File: config.mk
export PLATFORM = sky130hd
export DESIGN_NAME = relogio_onehot_monitor
export DESIGN_NICKNAME = d
export VERILOG_FILES = /design/src/rtl/relogio_onehot_monitor.sv
export SDC_FILE = /design/constraint.sdc
export NUM_CORES = 1
export LEC_CHECK = 0
export ABC_AREA = 0
export CORE_MARGIN = 2
export CORE_UTILIZATION = 55
export CTS_BUF_LIST = sky130_fd_sc_hd__clkbuf_8
export CTS_CLUSTER_SIZE = 28
export DETAILED_ROUTE_END_ITERATION = 16
export PLACE_DENSITY = 0.87
export SLEW_MARGIN = 20
export SYNTH_ARGS = -nofsm -noshare
export SYNTH_HDL_FRONTEND = slang
export SYNTH_SLANG_ARGS = --single-unit
export TNS_END_PERCENT = 20
File: constraint.sdc
create_clock -name clk -period 4.3 [get_ports clk]
set_input_delay 0.86 -clock clk [delete_from_list [all_inputs] [get_ports clk]]
set_output_delay 0.86 -clock clk [all_outputs]
set_load 0.01 [all_outputs]
File: src/rtl/relogio_onehot_monitor.sv
`default_nettype none
// ============================================================================
//  Module   : relogio_onehot_monitor
//  Purpose  : Receive-side checker for the six one-hot clock digit buses.
//             Decodes each 10-bit one-hot code to BCD, flags malformed codes,
//             out-of-range times and breaks in second-to-second continuity,
//             keeps a saturating error count and a lock indication.
//  Ports    : clk, reset (async, active-low)
//             en        - sample strobe, one sample per cycle with en=1
//             LD        - load marker, re-seeds the reference
//             clr_err   - synchronous clear of err_count (wins over increment)
//             H/M/S_in1_oh, H/M/S_in0_oh - one-hot digit codes
//             H_bcd1..S_bcd0 - last good decoded time
//             out_valid, code_err, range_err, seq_err - one-cycle result pulses
//             err_count - saturating count of erroneous samples
//             locked    - continuity tracking established
//  Revision : 1.0 - initial release
// ============================================================================
module relogio_onehot_monitor #(
   parameter int ERR_W  = 8,
   parameter int LOCK_N = 4
) (
   input  logic             clk,
   input  logic             reset,
   input  logic             en,
   input  logic             LD,
   input  logic             clr_err,
   input  logic [9:0]       H_in1_oh,
   input  logic [9:0]       H_in0_oh,
   input  logic [9:0]       M_in1_oh,
   input  logic [9:0]       M_in0_oh,
   input  logic [9:0]       S_in1_oh,
   input  logic [9:0]       S_in0_oh,
   output logic [1:0]       H_bcd1,
   output logic [3:0]       H_bcd0,
   output logic [3:0]       M_bcd1,
   output logic [3:0]       M_bcd0,
   output logic [3:0]       S_bcd1,
   output logic [3:0]       S_bcd0,
   output logic             out_valid,
   output logic             code_err,
   output logic             range_err,
   output logic             seq_err,
   output logic [ERR_W-1:0] err_count,
   output logic             locked
);

   typedef enum logic [1:0] {
      ST_IDLE   = 2'd0,
      ST_TRACK  = 2'd1,
      ST_LOCKED = 2'd2
   } state_t;

   // Digit slot order: [5]=H tens, [4]=H units, [3]=M tens, [2]=M units,
   // [1]=S tens, [0]=S units.
   logic [5:0][9:0] w_bus;
   logic [5:0][3:0] w_dig;
   logic [5:0]      w_oh_ok;
   logic [5:0][3:0] w_succ;
   logic            w_code_err;
   logic            w_range_err;
   logic            w_good;

   state_t          state_q, state_d;
   logic [3:0]      run_q, run_d;
   logic [5:0][3:0] ref_q, ref_d;
   logic [1:0]      bcd_h1_q, bcd_h1_d;
   logic [4:0][3:0] bcd_lo_q, bcd_lo_d;
   logic            valid_q, valid_d;
   logic            code_q, code_d;
   logic            range_q, range_d;
   logic            seq_q, seq_d;
   logic [ERR_W-1:0] cnt_q, cnt_d;
   logic            locked_q, locked_d;

   function automatic logic is_onehot(input logic [9:0] v);
      return (v != 10'd0) && ((v & (v - 10'd1)) == 10'd0);
   endfunction

   // Only meaningful when the code is one-hot; otherwise the result is unused.
   function automatic logic [3:0] oh_index(input logic [9:0] v);
      logic [3:0] idx;
      idx = 4'd0;
      for (int k = 0; k < 10; k++) begin
         if (v[k]) idx = 4'(k);
      end
      return idx;
   endfunction

   assign w_bus = {H_in1_oh, H_in0_oh, M_in1_oh, M_in0_oh, S_in1_oh, S_in0_oh};

   for (genvar g = 0; g < 6; g++) begin : g_dec
      assign w_oh_ok[g] = is_onehot(w_bus[g]);
      assign w_dig[g]   = oh_index(w_bus[g]);
   end

   assign w_code_err  = ~(&w_oh_ok);
   // A malformed code makes the decoded digits meaningless, so it masks range.
   assign w_range_err = ~w_code_err &
                        ((w_dig[5] > 4'd2) ||
                         ((w_dig[5] == 4'd2) && (w_dig[4] > 4'd3)) ||
                         (w_dig[3] > 4'd5) ||
                         (w_dig[1] > 4'd5));
   assign w_good      = ~w_code_err & ~w_range_err;

   // Successor of the stored reference: ripple carry through the BCD digits.
   always_comb begin
      w_succ = ref_q;
      if (ref_q[0] != 4'd9) begin
         w_succ[0] = ref_q[0] + 4'd1;
      end else begin
         w_succ[0] = 4'd0;
         if (ref_q[1] != 4'd5) begin
            w_succ[1] = ref_q[1] + 4'd1;
         end else begin
            w_succ[1] = 4'd0;
            if (ref_q[2] != 4'd9) begin
               w_succ[2] = ref_q[2] + 4'd1;
            end else begin
               w_succ[2] = 4'd0;
               if (ref_q[3] != 4'd5) begin
                  w_succ[3] = ref_q[3] + 4'd1;
               end else begin
                  w_succ[3] = 4'd0;
                  if ((ref_q[5] == 4'd2) && (ref_q[4] == 4'd3)) begin
                     w_succ[5] = 4'd0;
                     w_succ[4] = 4'd0;
                  end else if (ref_q[4] == 4'd9) begin
                     w_succ[4] = 4'd0;
                     w_succ[5] = ref_q[5] + 4'd1;
                  end else begin
                     w_succ[4] = ref_q[4] + 4'd1;
                  end
               end
            end
         end
      end
   end

   always_comb begin
      state_d  = state_q;
      run_d    = run_q;
      ref_d    = ref_q;
      bcd_h1_d = bcd_h1_q;
      bcd_lo_d = bcd_lo_q;
      valid_d  = en;
      code_d   = 1'b0;
      range_d  = 1'b0;
      seq_d    = 1'b0;
      cnt_d    = cnt_q;

      if (en) begin
         code_d  = w_code_err;
         range_d = w_range_err;
         if (!w_good) begin
            state_d = ST_IDLE;
            run_d   = 4'd0;
         end else begin
            bcd_h1_d = w_dig[5][1:0];
            bcd_lo_d = w_dig[4:0];
            ref_d    = w_dig;
            if (LD || (state_q == ST_IDLE)) begin
               state_d = ST_TRACK;
               run_d   = 4'd0;
            end else if (w_dig == w_succ) begin
               // Once locked the run counter stops; it only matters on the way up.
               if (state_q == ST_TRACK) begin
                  run_d = run_q + 4'd1;
                  if ((run_q + 4'd1) == 4'(LOCK_N)) state_d = ST_LOCKED;
               end
            end else begin
               seq_d   = 1'b1;
               state_d = ST_TRACK;
               run_d   = 4'd0;
            end
         end
      end

      if (clr_err) begin
         cnt_d = '0;
      end else if ((code_d | range_d | seq_d) && (cnt_q != {ERR_W{1'b1}})) begin
         cnt_d = cnt_q + 1'b1;
      end

      locked_d = (state_d == ST_LOCKED);
   end

   always_ff @(posedge clk or negedge reset) begin
      if (!reset) begin
         state_q  <= ST_IDLE;
         run_q    <= 4'd0;
         ref_q    <= '0;
         bcd_h1_q <= 2'd0;
         bcd_lo_q <= '0;
         valid_q  <= 1'b0;
         code_q   <= 1'b0;
         range_q  <= 1'b0;
         seq_q    <= 1'b0;
         cnt_q    <= '0;
         locked_q <= 1'b0;
      end else begin
         state_q  <= state_d;
         run_q    <= run_d;
         ref_q    <= ref_d;
         bcd_h1_q <= bcd_h1_d;
         bcd_lo_q <= bcd_lo_d;
         valid_q  <= valid_d;
         code_q   <= code_d;
         range_q  <= range_d;
         seq_q    <= seq_d;
         cnt_q    <= cnt_d;
         locked_q <= locked_d;
      end
   end

   assign H_bcd1    = bcd_h1_q;
   assign H_bcd0    = bcd_lo_q[4];
   assign M_bcd1    = bcd_lo_q[3];
   assign M_bcd0    = bcd_lo_q[2];
   assign S_bcd1    = bcd_lo_q[1];
   assign S_bcd0    = bcd_lo_q[0];
   assign out_valid = valid_q;
   assign code_err  = code_q;
   assign range_err = range_q;
   assign seq_err   = seq_q;
   assign err_count = cnt_q;
   assign locked    = locked_q;

endmodule
`default_nettype wire
# Yosys cells after proc, flatten, opt, wreduce, memory -nomap -nowiden
# Cells that the tools add are included.
# word_totals
regBits	45
# op_classes
add_sub_neg	14
order_cmp	4
eq_ne	14
muxes	83
n_bitwise	12
n_reduce_logical	30
# ops
operator	n
2-to-1 mux 4 bit	58
AND 10 bit	6
logical NOT 10 bit	6
nonzero test 10 bit	6
subtractor 10 x 1 -> 10 bit, second input constant	6
2-to-1 mux 8 bit	4
adder 4 x 1 -> 4 bit, second input constant	7
equality test 24 bit	1
2-to-1 mux 20 bit	1
2-to-1 mux 16 bit	1
equality test 4 x 2 -> 1 bit, second input constant	3
2-to-1 mux 1 bit	12
2-to-1 mux 12 bit	1
2-to-1 mux 2 bit	6
!= test 4 x 3 -> 1 bit, second input constant	3
logical AND 1 bit	9
adder 8 x 1 -> 8 bit, second input constant	1
> comparator 4 x 2 -> 1 bit, second input constant	2
> comparator 4 x 3 -> 1 bit, second input constant	2
!= test 4 bit, second input constant	2
!= test 8 bit, second input constant	1
AND reduction 6 bit	1
equality test 4 x 3 -> 1 bit, second input constant	1
equality test 4 bit, second input constant	1
9 further kinds	16

# Logic depth before layout (Yosys ltp)
# Gate-level depths: netlist of the first run.
# depth
word_depth	23
ltp_mapped	13
mapped_depth_nobuf	11

# Worst setup path before layout of the first run
# OpenSTA, ideal clock, no wires.
# synth_path
path_kind	input to register
startpoint	input port M_in1_oh[1]
endpoint	register bcd_lo_q (netlist bit H_bcd0[1])
setup_time_ps	125
arrival_ps	3440
setup_slack_ps	735
cell_stages	10
path_cell_list	or4_1 -> and2_4 -> or4_4 -> nor4_2 -> o2111a_2 -> nand4bb_4 -> or2_1 -> clkbuf_2 -> buf_6 -> mux2_4
# synth_between
elab_chain_cells	16
# synth_lines
element	line_no	text
from (decl)	30	input logic [9:0] M_in1_oh,
2-to-1 mux 1 bit	85	if (v[k]) idx = 4'(k);
2-to-1 mux 4 bit (8 in a row)	85	
> comparator 4 x 3 -> 1 bit	102	(w_dig[3] > 4'd5) ||
logical OR 1 bit	101	((w_dig[5] == 4'd2) && (w_dig[4] > 4'd3)) ||
logical OR 1 bit	102	
AND 1 bit	99	assign w_range_err = ~w_code_err &
inverter 1 bit	104	assign w_good = ~w_code_err & ~w_range_err;
AND 1 bit *	104	
AND reduction 2 bit (no source line) *	--	
to (signal assigned)	206	bcd_lo_q <= bcd_lo_d;
to (decl)	68	logic [4:0][3:0] bcd_lo_q, bcd_lo_d;
# Every way passes the cells marked *; elsewhere a longest branch is shown, timed or not.
# A chain may end at the register's enable or synchronous reset.

# Worst setup path after layout of the first run
# layout_path
startpoint	input port M_in0_oh[4]
endpoint	register run_q[2]
# layout_between
elab_chain_cells	10
# layout_lines
element	line_no	text
from (decl)	31	input logic [9:0] M_in0_oh,
subtractor 10 x 1 -> 10 bit / 2-to-1 mux 4 bit (equally long branches)	77, 85	
AND 10 bit / 2-to-1 mux 4 bit (equally long branches)	77, 85	
logical NOT 10 bit / 2-to-1 mux 4 bit (equally long branches)	77, 85	
logical AND 1 bit / 2-to-1 mux 4 bit (equally long branches)	77, 85	
AND reduction 6 bit / 2-to-1 mux 4 bit (equally long branches)	97, 85	
AND 1 bit / 2-to-1 mux 4 bit (equally long branches)	99, 85	
inverter 1 bit / equality test 24 bit (equally long branches)	104, 165	
AND 1 bit / 2-to-1 mux 4 bit (equally long branches)	104, 165	
!= test 4 x 3 -> 1 bit (no source line) / 2-to-1 mux 4 bit (equally long branches)	--	
AND reduction 2 bit (no source line) / 2-to-1 mux 4 bit (equally long branches)	--	
to (signal assigned)	203	run_q <= run_d;
to (decl)	65	logic [3:0] run_q, run_d;
# Parallel ways exist; a longest one is shown, timed or not.

==> results of run 1 <==
==> metrics by stage <==
step	std cells	total power, mW	setup WS (ns)
after floorplan	682	0.539	0.735
after global placement	868	0.695	0.151
after detailed placement	868	0.699	0.100
after CTS	876	0.979	0.346
after global routing	876	1.02	0.0253
final	876	0.983	0.236
==> cells in the mapped netlist (4+ instances only) <==
| cell | number | area share (%) |
|---|---|---|
| clkbuf_1 | 23 | 1.7 |
| mux2_2 | 8 | 1.8 |
| ha_1 | 9 | 2.2 |
| inv_1 | 29 | 2.1 |
| a2111oi_0 | 7 | 1.2 |
| nand2_1 | 47 | 3.5 |
| o22ai_1 | 5 | 0.62 |
| o31ai_1 | 10 | 1.5 |
| xnor2_1 | 11 | 1.9 |
| and2_1 | 6 | 0.74 |
| nand3_1 | 28 | 2.8 |
| nor3_1 | 28 | 2.8 |
| a22o_1 | 5 | 0.86 |
| or4_1 | 11 | 1.6 |
| mux2_4 | 5 | 1.5 |
| a211oi_1 | 4 | 0.59 |
| and3_1 | 8 | 0.99 |
| a31oi_1 | 7 | 0.86 |
| nor4bb_1 | 4 | 0.79 |
| nor3b_1 | 5 | 0.74 |
| nand2b_1 | 12 | 1.5 |
| a221oi_1 | 7 | 1.2 |
| nand3b_1 | 4 | 0.59 |
| dfrtp_1 | 43 | 21 |
| a21oi_1 | 25 | 2.5 |
| o21ai_0 | 63 | 6.2 |
| or2_2 | 13 | 1.6 |
| mux2i_1 | 8 | 1.6 |
| nor4_1 | 16 | 2.0 |
| a311oi_1 | 4 | 0.69 |
| buf_4 | 22 | 3.3 |
| a21boi_0 | 4 | 0.59 |
| nor2b_1 | 14 | 1.7 |
| o211ai_1 | 6 | 0.89 |
| or3_1 | 8 | 0.99 |
| nand4_1 | 27 | 3.3 |
| o2111ai_1 | 7 | 1.2 |
| a21o_1 | 5 | 0.74 |
| a22oi_1 | 8 | 1.2 |
| nor2_1 | 59 | 4.4 |
| buf_2 | 8 | 0.79 |
==> worst max-delay path, delay by kind of cell <==
| kind | cells | cell delay (ns) |
|---|---|---|
| AOI/OAI and AO/OA | 3 | 0.72 |
| and+or+nand+nor | 6 | 2.22 |
| buffers and inverters | 1 | 0.48 |
==> state kept, by name, summed over array words and instances (netlist names) <==
signal and cells:
run_q 4, M_bcd1 4, ref_q 4, seq_err 1
out_valid 1, err_count 8, locked 1, M_bcd0 4
S_bcd1 4, S_bcd0 4, code_err 1, H_bcd0 4
range_err 1, state_q 2
==> layout by cell type, fill, tap and decap left out, types with 5 or more instances in the layout <==
| cell type | n |
|---|---|
| nor3_1 | 28 |
| and3_1 | 8 |
| or2_2 | 13 |
| mux2i_1 | 8 |
| or4_1 | 11 |
| a2111oi_0 | 7 |
| mux2_2 | 8 |
| ha_1 | 9 |
| clkdlybuf4s50_1 | 98 |
| nand3_1 | 28 |
| mux2_4 | 5 |
| a22oi_1 | 8 |
| a21oi_1 | 25 |
| dfrtp_1 | 43 |
| nor2_1 | 59 |
| nand2_1 | 47 |
| nand4_1 | 27 |
| a221oi_1 | 7 |
| o211ai_1 | 6 |
| o31ai_1 | 10 |
| o2111ai_1 | 7 |
| clkbuf_8 | 5 |
| nor3b_1 | 5 |
| a21o_1 | 5 |
| nor2b_1 | 14 |
| o22ai_1 | 5 |
| nor4_1 | 16 |
| and2_1 | 6 |
| xnor2_1 | 11 |
| a31oi_1 | 7 |
| buf_4 | 30 |
| nand2b_1 | 12 |
| a22o_1 | 5 |
| o21ai_0 | 63 |
| or3_1 | 8 |
| inv_1 | 29 |
==> layout make-up <==
class	count	area [um^2]	area share (%)
flip-flops and latches	43	1080	17.2
clock inverters	3	23.8	0.381
multi-input cells	554	3570	57.2
repair buffers	131	1250	20.1
well taps	111	139	2.23
clock buffers	5	68.8	1.10
inverters	29	109	1.74
==> power by group through the flow <==
stage | registers [mW] | clock network [mW] | logic (mW)
after floorplan | 0.420 | 0 | 0.118
after global placement | 0.419 | 0 | 0.276
after detailed placement | 0.419 | 0 | 0.279
after CTS | 0.411 | 0.287 | 0.281
after global routing | 0.412 | 0.298 | 0.309
final | 0.411 | 0.283 | 0.289
==> repair_timing <==
| action | in CTS | in global routing |
|---|---|---|
| hold buffers | 0 | 0 |
| gates resized for setup | 0 | 1 |
| setup endpoints to repair | 0 | 7 |
==> layer usage <==
layer | vias up | wire length, um | share of wire, %
li1 | 2751 | - | -
met1 | 2841 | 7290 | 41
met2 | 380 | 8290 | 46
met3 | 61 | 1730 | 9.6
met4 | 0 | 596 | 3.3
met5 | - | 0 | 0
==> cells by family after synthesis <==
logic type / count (synthesis) / synth area share (%)
XOR/XNOR: 11 / 1.90
buffers and inverters: 85 / 8.30
adder cells (fa/ha/maj): 9 / 2.22
flip-flops: 43 / 21.2
multiplexers: 21 / 4.84
AND/OR/NAND/NOR: 316 / 35.2
AO/OA/AOI/OAI: 197 / 26.3
==> final timing paths <==
path                              start           end  slack, ns  cells after the start
max                         M_in0_oh[4]      run_q[2]       0.24                     10
min                        err_count[6]  err_count[6]       0.59                      2
max reg2reg                   M_bcd0[1]  err_count[0]       0.28                      9
min reg2reg                err_count[6]  err_count[6]       0.59                      2
max in group asynchronous         reset     ref_q[21]       2.96                      1
min in group asynchronous         reset     S_bcd0[2]       0.69                      1
==> out/metrics.yaml, run 1 <==
run_status:
  outcome: "finished clean"
power:
  ir_worst_vdd_mv: 0.117
  pwr-share-comb_pct: 29.4
  internal-power_mw: 0.652
  power.net_switching_mw: 0.331
  leakagePower_nw: 2.32
  sequentialPowerShare_pct: 41.8
  p_per_area_nw_per_um2: 158
  switching_share_pct: 33.7
  pwr-share-clk_pct: 28.8
cts:
  cts_buffer_depth: 2
  cts.sinks: 43
  cts_post_setup_buffers_inserted: 0
  htreeDepth: 2
  worstSkewPairLatency_ns: 0.31
  cts_buffers: 5
  cts_root_buf: "clkbuf_8"
  clk_pin_slew_ns: 0.10
  cts_tree: "yes"
layout:
  fin_area_um2: 6240
  n_antenna_cell: 0
  fill_cells: 758
  fin_nets: 838
  final_util_pct: 68.5
  drive_gt1_share_pct: 10.5
  area_growth_pct: 23.1
drt:
  postRouteAntennaNets: 0
  first_pass_iters: 6
  wl_mm: 17.9
  drtIter0Drc: 519
  wl_per_cell_um: 20.4
  drc_errors: 0
  viasPerCell: 6.89
  vias: 6033
die:
  dieHeight_um: 100
  initial_core_util_pct: 55.6
  dieArea_um2: 10000
  rows: 35
  fp.coreArea_um2: 9110
  dieWidth_um: 100
  io_pins: 100
placed_design:
  port_buffers: 99
  place_area_um2: 6150
  globalplace.congestion: 1.04
  hpwl_mm: 13.9
synth:
  yosysWarnings: 0
  ys_types: 77
  synthArstFlopShare_pct: 100
  synth-seq-area-share_pct: 21.2
  synth_area_um2: 5070
  syn_area_per_cell_um2: 7.43
  synth_seq_cells: 43
  syn_nets: 756
  synth_edf_count: 0
  synthCells: 682
  synth_ff_type: "dfrtp_1"
timing:
  fmax_mhz: 246
  hold_slack_ns: 0.590
  relSlewSlack_pct: 33.1
  rsz0062_at_grt: "false"
  setup_viol: 0
  finalSetupTns_ns: 0
  finClkSkew_ns: 0.0138
  fin_crit_ns: 4.06
  worst_slew_pin_slew_ns: 1.00
  post-route-period-util_pct: 94.5
  hold_violations: 0
  final-max-slew-violation-count: 0
hold_path:
  hp-class: "register to register"
setup_path:
  endpoint_kind: "register"
  crit_path_max_incr_delay_ns: 0.65
  crit_fanout: 6
  worst_setup_path_start_kind: "primary input"
  crit_slowest_cell: "or4_1"
  cp_cell_sequence: "clkdlybuf4s50_1, or4_1, and3b_1, o21ai_0, nor4bb_1, and3_1, nand4_1, nor4_1, a31oi_1, o21ai_0"
  required_ns: 4.52
  cp.arrival_ns: 4.29
  critical_path_class: "primary input to register"
  crit_top_cell: "o21ai_0"
global_routing:
  grt.total_usage_pct: 35.4
  met1_usage_pct: 47.5
  grt_pass1_wl_mm: 28.2
  use_met2_pct: 57.5
  antenna_found_initial: 0
  grt_start_max_net_pins: 44
  grt_pass1_vias: 5522
  met3_usage_pct: 6.75
  top_usage_layer: "met2"
  overflow: 0
run:
  drv_cap: 0
(Power assumes the default switching activity.)
==> inputs of run 2 (changes only) <==
- CTS_CLUSTER_SIZE: 28 -> default
==> results of run 2 <==
No change in the layout: final DEF, timing and power equal those of run 1.
